**src/rtl/song_player_pkg.sv**
```systemverilog
// Shared definitions for the song player: controller state codes, player FSM
// encoding, note-entry layout and the end-of-song marker.
package song_player_pkg;

    localparam logic [1:0] GAME_START  = 2'd0;
    localparam logic [1:0] GAME_MENU   = 2'd1;
    localparam logic [1:0] GAME_PLAY   = 2'd2;
    localparam logic [1:0] GAME_FINISH = 2'd3;

    localparam int DUR_W = 3;

    typedef enum logic [1:0] {
        P_IDLE  = 2'd0,
        P_FETCH = 2'd1,
        P_PLAY  = 2'd2,
        P_DONE  = 2'd3
    } player_state_t;

    // End-of-song marker is the all-ones note code for the given code width.
    function automatic int note_end(input int width);
        return (1 << width) - 1;
    endfunction

endpackage

```
**src/rtl/song_rom.sv**
```systemverilog
// Note tables for songs 1..3 with a registered read port.
// Entries are {dur, note}; anything outside a song's region reads as the end marker.
module song_rom
    import song_player_pkg::*;
#(
    parameter int ADDR_W = 8,
    parameter int NOTE_W = 6
) (
    input  logic                    clk,
    input  logic [1:0]              song_id,
    input  logic [ADDR_W-1:0]       addr,
    output logic [DUR_W+NOTE_W-1:0] entry
);

    localparam int ENTRY_W = DUR_W + NOTE_W;
    localparam logic [ENTRY_W-1:0] END_ENTRY = {{DUR_W{1'b0}}, NOTE_W'(note_end(NOTE_W))};

    function automatic logic [ENTRY_W-1:0] mk(input int dur, input int code);
        return {DUR_W'(dur), NOTE_W'(code)};
    endfunction

    always_ff @(posedge clk) begin
        entry <= END_ENTRY;
        case (song_id)
            2'd1: begin
                case (int'(addr))
                    0:       entry <= mk(0, 5);
                    1:       entry <= mk(1, 7);
                    default: ;
                endcase
            end
            2'd2: begin
                case (int'(addr))
                    0:       entry <= mk(2, 3);
                    1:       entry <= mk(0, 0);
                    2:       entry <= mk(1, 12);
                    default: ;
                endcase
            end
            // Song 3 fills the first four slots so a 2-bit table has no room for a marker.
            2'd3: begin
                case (int'(addr))
                    0:       entry <= mk(0, 9);
                    1:       entry <= mk(1, 10);
                    2:       entry <= mk(0, 11);
                    3:       entry <= mk(2, 20);
                    default: ;
                endcase
            end
            default: ;
        endcase
    end

endmodule

```
**src/rtl/song_player.sv**
```systemverilog
// Plays the selected song's note table at a fixed beat rate while the game is in PLAY,
// and raises finish at the end of the song.
module song_player
    import song_player_pkg::*;
#(
    parameter int TICKS_PER_BEAT = 3_125_000,
    parameter int ADDR_W         = 8,
    parameter int NOTE_W         = 6
) (
    input  logic              clk,
    input  logic              rst,
    input  logic [1:0]        state,
    input  logic [1:0]        song_select,
    output logic [NOTE_W-1:0] note,
    output logic              note_valid,
    output logic              beat_pulse,
    output logic [ADDR_W-1:0] progress,
    output logic              finish
);

    localparam int TICK_W = $clog2(TICKS_PER_BEAT);
    localparam logic [TICK_W-1:0] TICK_LAST = TICK_W'(TICKS_PER_BEAT - 1);

    player_state_t cur, nxt;

    logic [1:0]              song_id;
    logic [ADDR_W-1:0]       addr;
    logic [TICK_W-1:0]       tick;
    logic [DUR_W-1:0]        beats_left;
    logic                    fetch_wait;
    logic [DUR_W+NOTE_W-1:0] rom_entry;
    logic [DUR_W-1:0]        entry_dur;
    logic [NOTE_W-1:0]       entry_code;
    logic                    entry_is_end;
    logic                    playing;
    logic                    beat_end;

    song_rom #(
        .ADDR_W (ADDR_W),
        .NOTE_W (NOTE_W)
    ) u_rom (
        .clk     (clk),
        .song_id (song_id),
        .addr    (addr),
        .entry   (rom_entry)
    );

    assign entry_dur    = rom_entry[DUR_W+NOTE_W-1 -: DUR_W];
    assign entry_code   = rom_entry[NOTE_W-1:0];
    assign entry_is_end = (entry_code == NOTE_W'(note_end(NOTE_W)));
    assign playing      = (state == GAME_PLAY);
    assign beat_end     = (tick == TICK_LAST);
    assign progress     = addr;

    always_ff @(posedge clk) begin
        if (rst) cur <= P_IDLE;
        else     cur <= nxt;
    end

    always_comb begin
        nxt = cur;
        case (cur)
            P_IDLE: begin
                if (playing && song_select != 2'd0) nxt = P_FETCH;
            end
            P_FETCH: begin
                if (!playing)        nxt = P_IDLE;
                else if (fetch_wait) nxt = entry_is_end ? P_DONE : P_PLAY;
            end
            P_PLAY: begin
                if (!playing)                                nxt = P_IDLE;
                else if (beat_end && beats_left == '0) nxt = (addr == '1) ? P_DONE : P_FETCH;
            end
            P_DONE: begin
                if (!playing) nxt = P_IDLE;
            end
            default: nxt = P_IDLE;
        endcase
    end

    // FETCH spends one cycle addressing the ROM and captures its word on the second.
    always_ff @(posedge clk) begin
        if (rst) begin
            song_id    <= '0;
            addr       <= '0;
            tick       <= '0;
            beats_left <= '0;
            fetch_wait <= 1'b0;
            note       <= '0;
            note_valid <= 1'b0;
            beat_pulse <= 1'b0;
            finish     <= 1'b0;
        end else begin
            beat_pulse <= 1'b0;
            if (cur != P_IDLE && !playing) begin
                addr       <= '0;
                tick       <= '0;
                beats_left <= '0;
                fetch_wait <= 1'b0;
                note       <= '0;
                note_valid <= 1'b0;
                finish     <= 1'b0;
            end else begin
                case (cur)
                    P_IDLE: begin
                        if (nxt == P_FETCH) begin
                            song_id    <= song_select;
                            addr       <= '0;
                            tick       <= '0;
                            fetch_wait <= 1'b0;
                        end
                    end
                    P_FETCH: begin
                        if (!fetch_wait) begin
                            fetch_wait <= 1'b1;
                        end else begin
                            fetch_wait <= 1'b0;
                            tick       <= '0;
                            if (entry_is_end) begin
                                note       <= '0;
                                note_valid <= 1'b0;
                                finish     <= 1'b1;
                            end else begin
                                note       <= entry_code;
                                beats_left <= entry_dur;
                                note_valid <= 1'b1;
                            end
                        end
                    end
                    P_PLAY: begin
                        if (beat_end) begin
                            tick       <= '0;
                            beat_pulse <= 1'b1;
                            if (beats_left == '0) begin
                                if (addr == '1) begin
                                    note       <= '0;
                                    note_valid <= 1'b0;
                                    finish     <= 1'b1;
                                end else begin
                                    addr <= addr + 1'b1;
                                end
                            end else begin
                                beats_left <= beats_left - 1'b1;
                            end
                        end else begin
                            tick <= tick + 1'b1;
                        end
                    end
                    default: ;
                endcase
            end
        end
    end

endmodule

```
**config.mk**
```make
export PLATFORM = sky130hd
export DESIGN_NAME = song_player
export DESIGN_NICKNAME = d
export VERILOG_FILES = /design/src/rtl/song_player_pkg.sv /design/src/rtl/song_rom.sv /design/src/rtl/song_player.sv
export SDC_FILE = /design/constraint.sdc
export NUM_CORES = 1
export LEC_CHECK = 0
export ABC_AREA = 1
export CAP_MARGIN = 0
export CELL_PAD_IN_SITES_DETAIL_PLACEMENT = 2
export CELL_PAD_IN_SITES_GLOBAL_PLACEMENT = 2
export CORE_ASPECT_RATIO = 0.6
export CORE_MARGIN = 4
export CORE_UTILIZATION = 28
export DETAILED_ROUTE_END_ITERATION = 16
export PLACE_DENSITY = 0.73
export SYNTH_ARGS = -nofsm -noshare
export SYNTH_HDL_FRONTEND = slang
export SYNTH_HIERARCHICAL = 1
export SYNTH_SLANG_ARGS = --single-unit
```
**constraint.sdc**
```tcl
create_clock -name clk -period 1.4 [get_ports clk]
set_input_delay 0.35 -clock clk [delete_from_list [all_inputs] [get_ports clk]]
set_output_delay 0.35 -clock clk [all_outputs]
set_load 0.05 [all_outputs]
```
==> flow_summary.json, run 1 <==
{
  "seq_area_frac_synth_pct": 31.5,
  "multi_input_area_um2": 2450,
  "path_buf_inv": 1,
  "fin_crit_ps": 1780,
  "wl_per_cell_um": 25.4,
  "crit_family": "simple AND/OR/NAND/NOR gates",
  "htreeDepth": 2,
  "synthCells": 519,
  "violations": "setup timing",
  "final_hold_viol_count": 0,
  "clkTransAtPathRegs_ps": 80,
  "core_region_area_um2": 12100,
  "area_delta_synth_final_pct": 61.8,
  "drc_errors": 0,
  "clkSinkCount": 55,
  "fin_crit_sh_pct": 127,
  "finalSetupViolCount": 42,
  "worst_hold_path_type": "reg -> reg",
  "ant_nets": 0,
  "holdPathStages": 2,
  "placementRows": 31,
  "crit_required_ps": 1650,
  "layout_common_cells": "buf_4 (105), nand2_1 (104), nor2_1 (52), nand3_1 (35), inv_1 (34)",
  "crit_fanout": 10,
  "vdd_drop_max_mv": 0.490,
  "avgSynthCellArea_um2": 6.73,
  "reg2regPathDepth": 8,
  "io_pins": 23,
  "numCtsBuffers": 5,
  "clockBufferDepth": 2,
  "clock_skew_ps": 8.26,
  "grt_pass1_wl_um": 28100,
  "yosysWarnings": 6,
  "final_common_cell": "buf_4",
  "fmax_ghz": 0.562,
  "drt_iter0_markers": 210,
  "outcome": "finished, violations left",
  "arrival_ps": 2030,
  "powerDensity_nw_per_um2": 663,
  "maxCapViolations": 0,
  "antenna_found_initial": 0,
  "whs_ps": 518,
  "grt_max_degree": 19,
  "drive_above_1_share_pct": 47.9,
  "die_w_um": 152,
  "nets": 669,
  "drv_slew": 0,
  "vias_per_cell": 5.20,
  "place_congestion": 0.823,
  "syn_area_um2": 3490,
  "rsz0062_at_grt": "yes",
  "path_class": "reg -> reg",
  "fin_setup_tns_ps": -12420,
  "synth.distinct_cells": 42,
  "nFillCells": 1370,
  "drt-pass1-iter-count": 5,
  "utilization_pct": 46.6,
  "port_buffers": 22,
  "worstPathCellList": "ha_4 > nand3_1 > nor2_2 > nand3_2 > nand2_8 > a21oi_4 > clkinvlp_4 > nor2_4",
  "p_leak_uw": 0.00230,
  "grt_pass1_vias": 4720,
  "max_stage_delay_ps": 350,
  "cpMaxStageDelayCell": "dfxtp_2",
  "cts-root-buf": "clkbuf_16",
  "dieArea_um2": 14400,
  "ys_ff_latch": 55,
  "syn_nets": 529,
  "vias": 4292,
  "power_uw": 3750,
  "start_util_pct": 28.8,
  "layout_setup_ws_ps": -378,
  "die_h_um": 94.5,
  "critical_path_cell_count": 8,
  "dp_hpwl_um": 11600,
  "totalWireLength_um": 20900,
  "regArea_um2": 1150,
  "clock_latency_ps": 320,
  "overflow": 0,
  "gr-usage-all-layers_pct": 25.3,
  "diodes": 0,
  "cp-end-kind": "flip-flop",
  "start_kind": "flip-flop",
  "cts_tree": "built"
}
==> flip-flops by register name, indices dropped and copies added (netlist names), 2 cells and up <==
register / count
tick: 22
progress: 8
u_rom/entry: 8
note: 6
beats_left: 3
cur: 2
song_id: 2
==> synthesized netlist by cell type, drive strengths merged <==
cell type | instances | area share [%]
and2 | 1 | 0.18
o21bai | 4 | 0.86
nand2 | 139 | 17
nor2 | 93 | 12
o21ai | 15 | 2.4
ha | 4 | 1.4
xnor2 | 3 | 0.75
xor2 | 10 | 2.5
or2 | 3 | 0.54
o211ai | 2 | 0.57
nor3 | 7 | 1.1
o22ai | 1 | 0.18
mux2i | 1 | 0.29
a21oi | 34 | 5.3
nand4 | 15 | 2.7
nand3b | 4 | 0.86
buf | 10 | 3.0
nand3 | 51 | 8.4
conb | 1 | 0.11
clkinv | 3 | 0.36
inv | 60 | 6.4
dfxtp | 55 | 32
clkbuf | 3 | 1.2
==> power breakdown <==
part,switching [uW],internal (uW)
combinational,287,175
clock,735,958
sequential,23.6,1570
total,1050,2700
==> path summary, 6_finish.rpt <==
| check | from | end | slack (ps) |
|---|---|---|---|
| setup / recovery | tick[0] | tick[8] | -380 |
| hold / removal | note[5] | note[5] | 520 |
| setup reg to reg | tick[0] | tick[8] | -380 |
| hold reg to reg | note[5] | note[5] | 520 |
==> stage by stage <==
stage | worst slack, ps | instances | area, um^2
2_1_floorplan | -58.1 | 519 | 3550
3_3_place_gp | -503 | 793 | 4780
4_1_cts | -231 | 817 | 5300
5_1_grt | -424 | 825 | 5650
6_report | -378 | 825 | 5650
3_5_place_dp | -585 | 793 | 4780
==> area by class of cell <==
class	instances	area share, %
repair inverters	1	0.133
inverters	63	4.38
flip-flops and latches	55	20.4
multi-input cells	388	43.4
well taps	165	3.65
repair buffers	145	24.7
clock buffers	6	2.66
clock inverters	2	0.664
==> cells by family after synthesis <==
kind of cell | share of synthesized area [%]
simple gates | 43.1
other cells | 0.107
buf+inv | 11.0
flops | 31.5
xor+xnor | 3.26
compound gates | 9.28
mux | 0.287
fa+ha+maj | 1.43
==> worst reg2reg max path: stages (launching register included) <==
cell and delay [ps]:
dfxtp_2 350, ha_4 180, nand3_1 120, nor2_2 70
nand3_2 130, nand2_8 120, a21oi_4 260, clkinvlp_4 290
nor2_4 180
==> routing by layer <==
metal,vias to the layer above,GRT usage [%],wire [um]
li1,1938,-,-
met1,2162,31.7,8840
met2,137,44.4,10300
met3,55,3.66,1020
met4,0,10.4,805
met5,-,0,0
==> what timing repair did <==
item | 4_1_cts | 5_1_grt
setup buffers | 17 | 9
cloned | 1 | 0
endpoints found under the hold margin | 0 | 0
hold buffers | 0 | 0
pin swaps | 24 | 31
setup endpoints to repair | 49 | 54
gates resized for setup | 73 | 84
No activity file was read; power rests on OpenSTA's default activity.
==> run 2, diff against run 1 <==
Settings changed: CTS_CLUSTER_SIZE set to 30.
==> results of run 2 <==
No change in the layout: final DEF, timing and power equal those of run 1.
==> run 3, diff against run 2 <==
Settings changed: CTS_BUF_LIST set to sky130_fd_sc_hd__clkbuf_4.
==> flow_summary.json, run 3 (same netlist as run 1, synthesis figures left out) <==
{
  "htreeDepth": 2,
  "dp_worst_setup_slack_ps": -585,
  "maxCapViolations": 0,
  "crit_fanout": 6,
  "grt_pass1_vias": 4696,
  "layout_setup_ws_ps": -429,
  "clock_skew_ps": 23.1,
  "cts-root-buf": "clkbuf_4",
  "die_h_um": 94.5,
  "drive_above_1_share_pct": 53.5,
  "fin_crit_ps": 1830,
  "fmax_ghz": 0.547,
  "layout_common_cells": "buf_4 (99), nand2_1 (93), nor2_1 (53), inv_1 (36), nand2_2 (32)",
  "whs_ps": 504,
  "drc_errors": 0,
  "port_buffers": 22,
  "grt_pass1_wl_um": 27400,
  "powerDensity_nw_per_um2": 552,
  "top_register": "tick",
  "outcome": "finished, violations left",
  "worst_hold_path_type": "reg -> reg",
  "start_kind": "flip-flop",
  "die_w_um": 152,
  "multi_input_area_um2": 2580,
  "clkTransAtPathRegs_ps": 210,
  "p_leak_uw": 0.00235,
  "dieArea_um2": 14400,
  "overflow": 0,
  "numCtsBuffers": 5,
  "drt-pass1-iter-count": 4,
  "gr-usage-all-layers_pct": 24.4,
  "io_pins": 23,
  "regArea_um2": 1170,
  "vias": 4389,
  "wl_per_cell_um": 26.0,
  "crit_required_ps": 1780,
  "ant_nets": 0,
  "clkSinkCount": 55,
  "start_util_pct": 28.8,
  "cp-end-kind": "flip-flop",
  "totalWireLength_um": 21700,
  "largest_reg_flops": 22,
  "vdd_drop_max_mv": 0.335,
  "path_class": "reg -> reg",
  "vias_per_cell": 5.26,
  "clockBufferDepth": 2,
  "core_region_area_um2": 12100,
  "antenna_found_initial": 0,
  "arrival_ps": 2210,
  "cts_tree": "built",
  "area_delta_synth_final_pct": 68.8,
  "placed_cell_area_um2": 4780,
  "nFillCells": 1331,
  "finalSetupViolCount": 58,
  "place_congestion": 0.823,
  "drv_slew": 0,
  "dp_hpwl_um": 11600,
  "post-route-cell-area_um2": 5900,
  "final_hold_viol_count": 0,
  "nets": 678,
  "diodes": 0,
  "drt_iter0_markers": 246,
  "clock_latency_ps": 450,
  "placementRows": 31,
  "final_common_cell": "buf_4",
  "violations": "setup timing",
  "power_uw": 3260,
  "fin_crit_sh_pct": 131,
  "rsz0062_at_grt": "yes",
  "grt_max_degree": 19
}
-- run 3: cell types whose count changed in the layout (fill, tap and decap cells not counted), moves of 7 or more --
cell	change
nand2_1	-11
nand2_2	+11
dfxtp_1	-10
buf_6	+9
nand3_1	-8
dfxtp_2	+7
-- run 3: what timing repair did --
| item | in CTS | in global routing |
|---|---|---|
| gates cloned | 1 | 1 |
| gates resized for setup | 66 | 149 |
| hold buffers | 0 | 0 |
| setup buffers | 15 | 23 |
| pin swaps | 18 | 44 |
| endpoints found under the setup margin | 56 | 68 |
-- run 3: report_power, final --
part	internal [uW]	switching, uW	leakage, uW
logic	173	289	0.00183
clock network	554	650	0.0000514
registers	1570	23.8	0.000466
-- run 3: routing by layer --
| layer | track usage, % | vias to the layer above | wire, um |
|---|---|---|---|
| met4 | 8.08 | 0 | 730 |
| li1 | - | 1962 | - |
| met5 | 0 | - | 0 |
| met2 | 43.1 | 147 | 10600 |
| met3 | 3.80 | 46 | 1060 |
| met1 | 30.8 | 2234 | 9270 |
-- run 3: path summary, 6_finish.rpt --
kind,start,end,slack (ps),cells after the start
worst max register to register,beats_left[0],progress[2],-430,10
worst min-delay path,finish,finish,500,2
worst min register to register,finish,finish,500,2
worst max-delay path,beats_left[0],progress[2],-430,10
-- run 3: metrics by stage --
stage / cells / TNS, ps / utilization [%]
after floorplan: 519 / -725 / -
after global placement: 793 / -18260 / 39.3
after detailed placement: 793 / -22840 / 39.3
after CTS: 816 / -6990 / 43.0
after global routing: 834 / -15270 / 48.6
final: 834 / -12830 / 48.6
-- run 3: cell type report --
type / instances / area share [%]
tap: 165 / 3.50
clock buffer: 5 / 0.636
inverter: 63 / 4.52
clock inverter: 3 / 1.15
timing repair inverter: 1 / 0.127
timing repair buffer: 153 / 26.3
sequential: 55 / 19.9
multi-input combinational: 389 / 43.8
-- run 3: critical path, stage by stage, from the launching register on --
cell	delay, ps
dfxtp_2	380
inv_2	90
ha_4	150
nand2_4	80
nor2_4	120
nand2_4	80
o21ai_4	200
buf_12	160
buf_12	130
nand3_1	110
a21oi_2	230
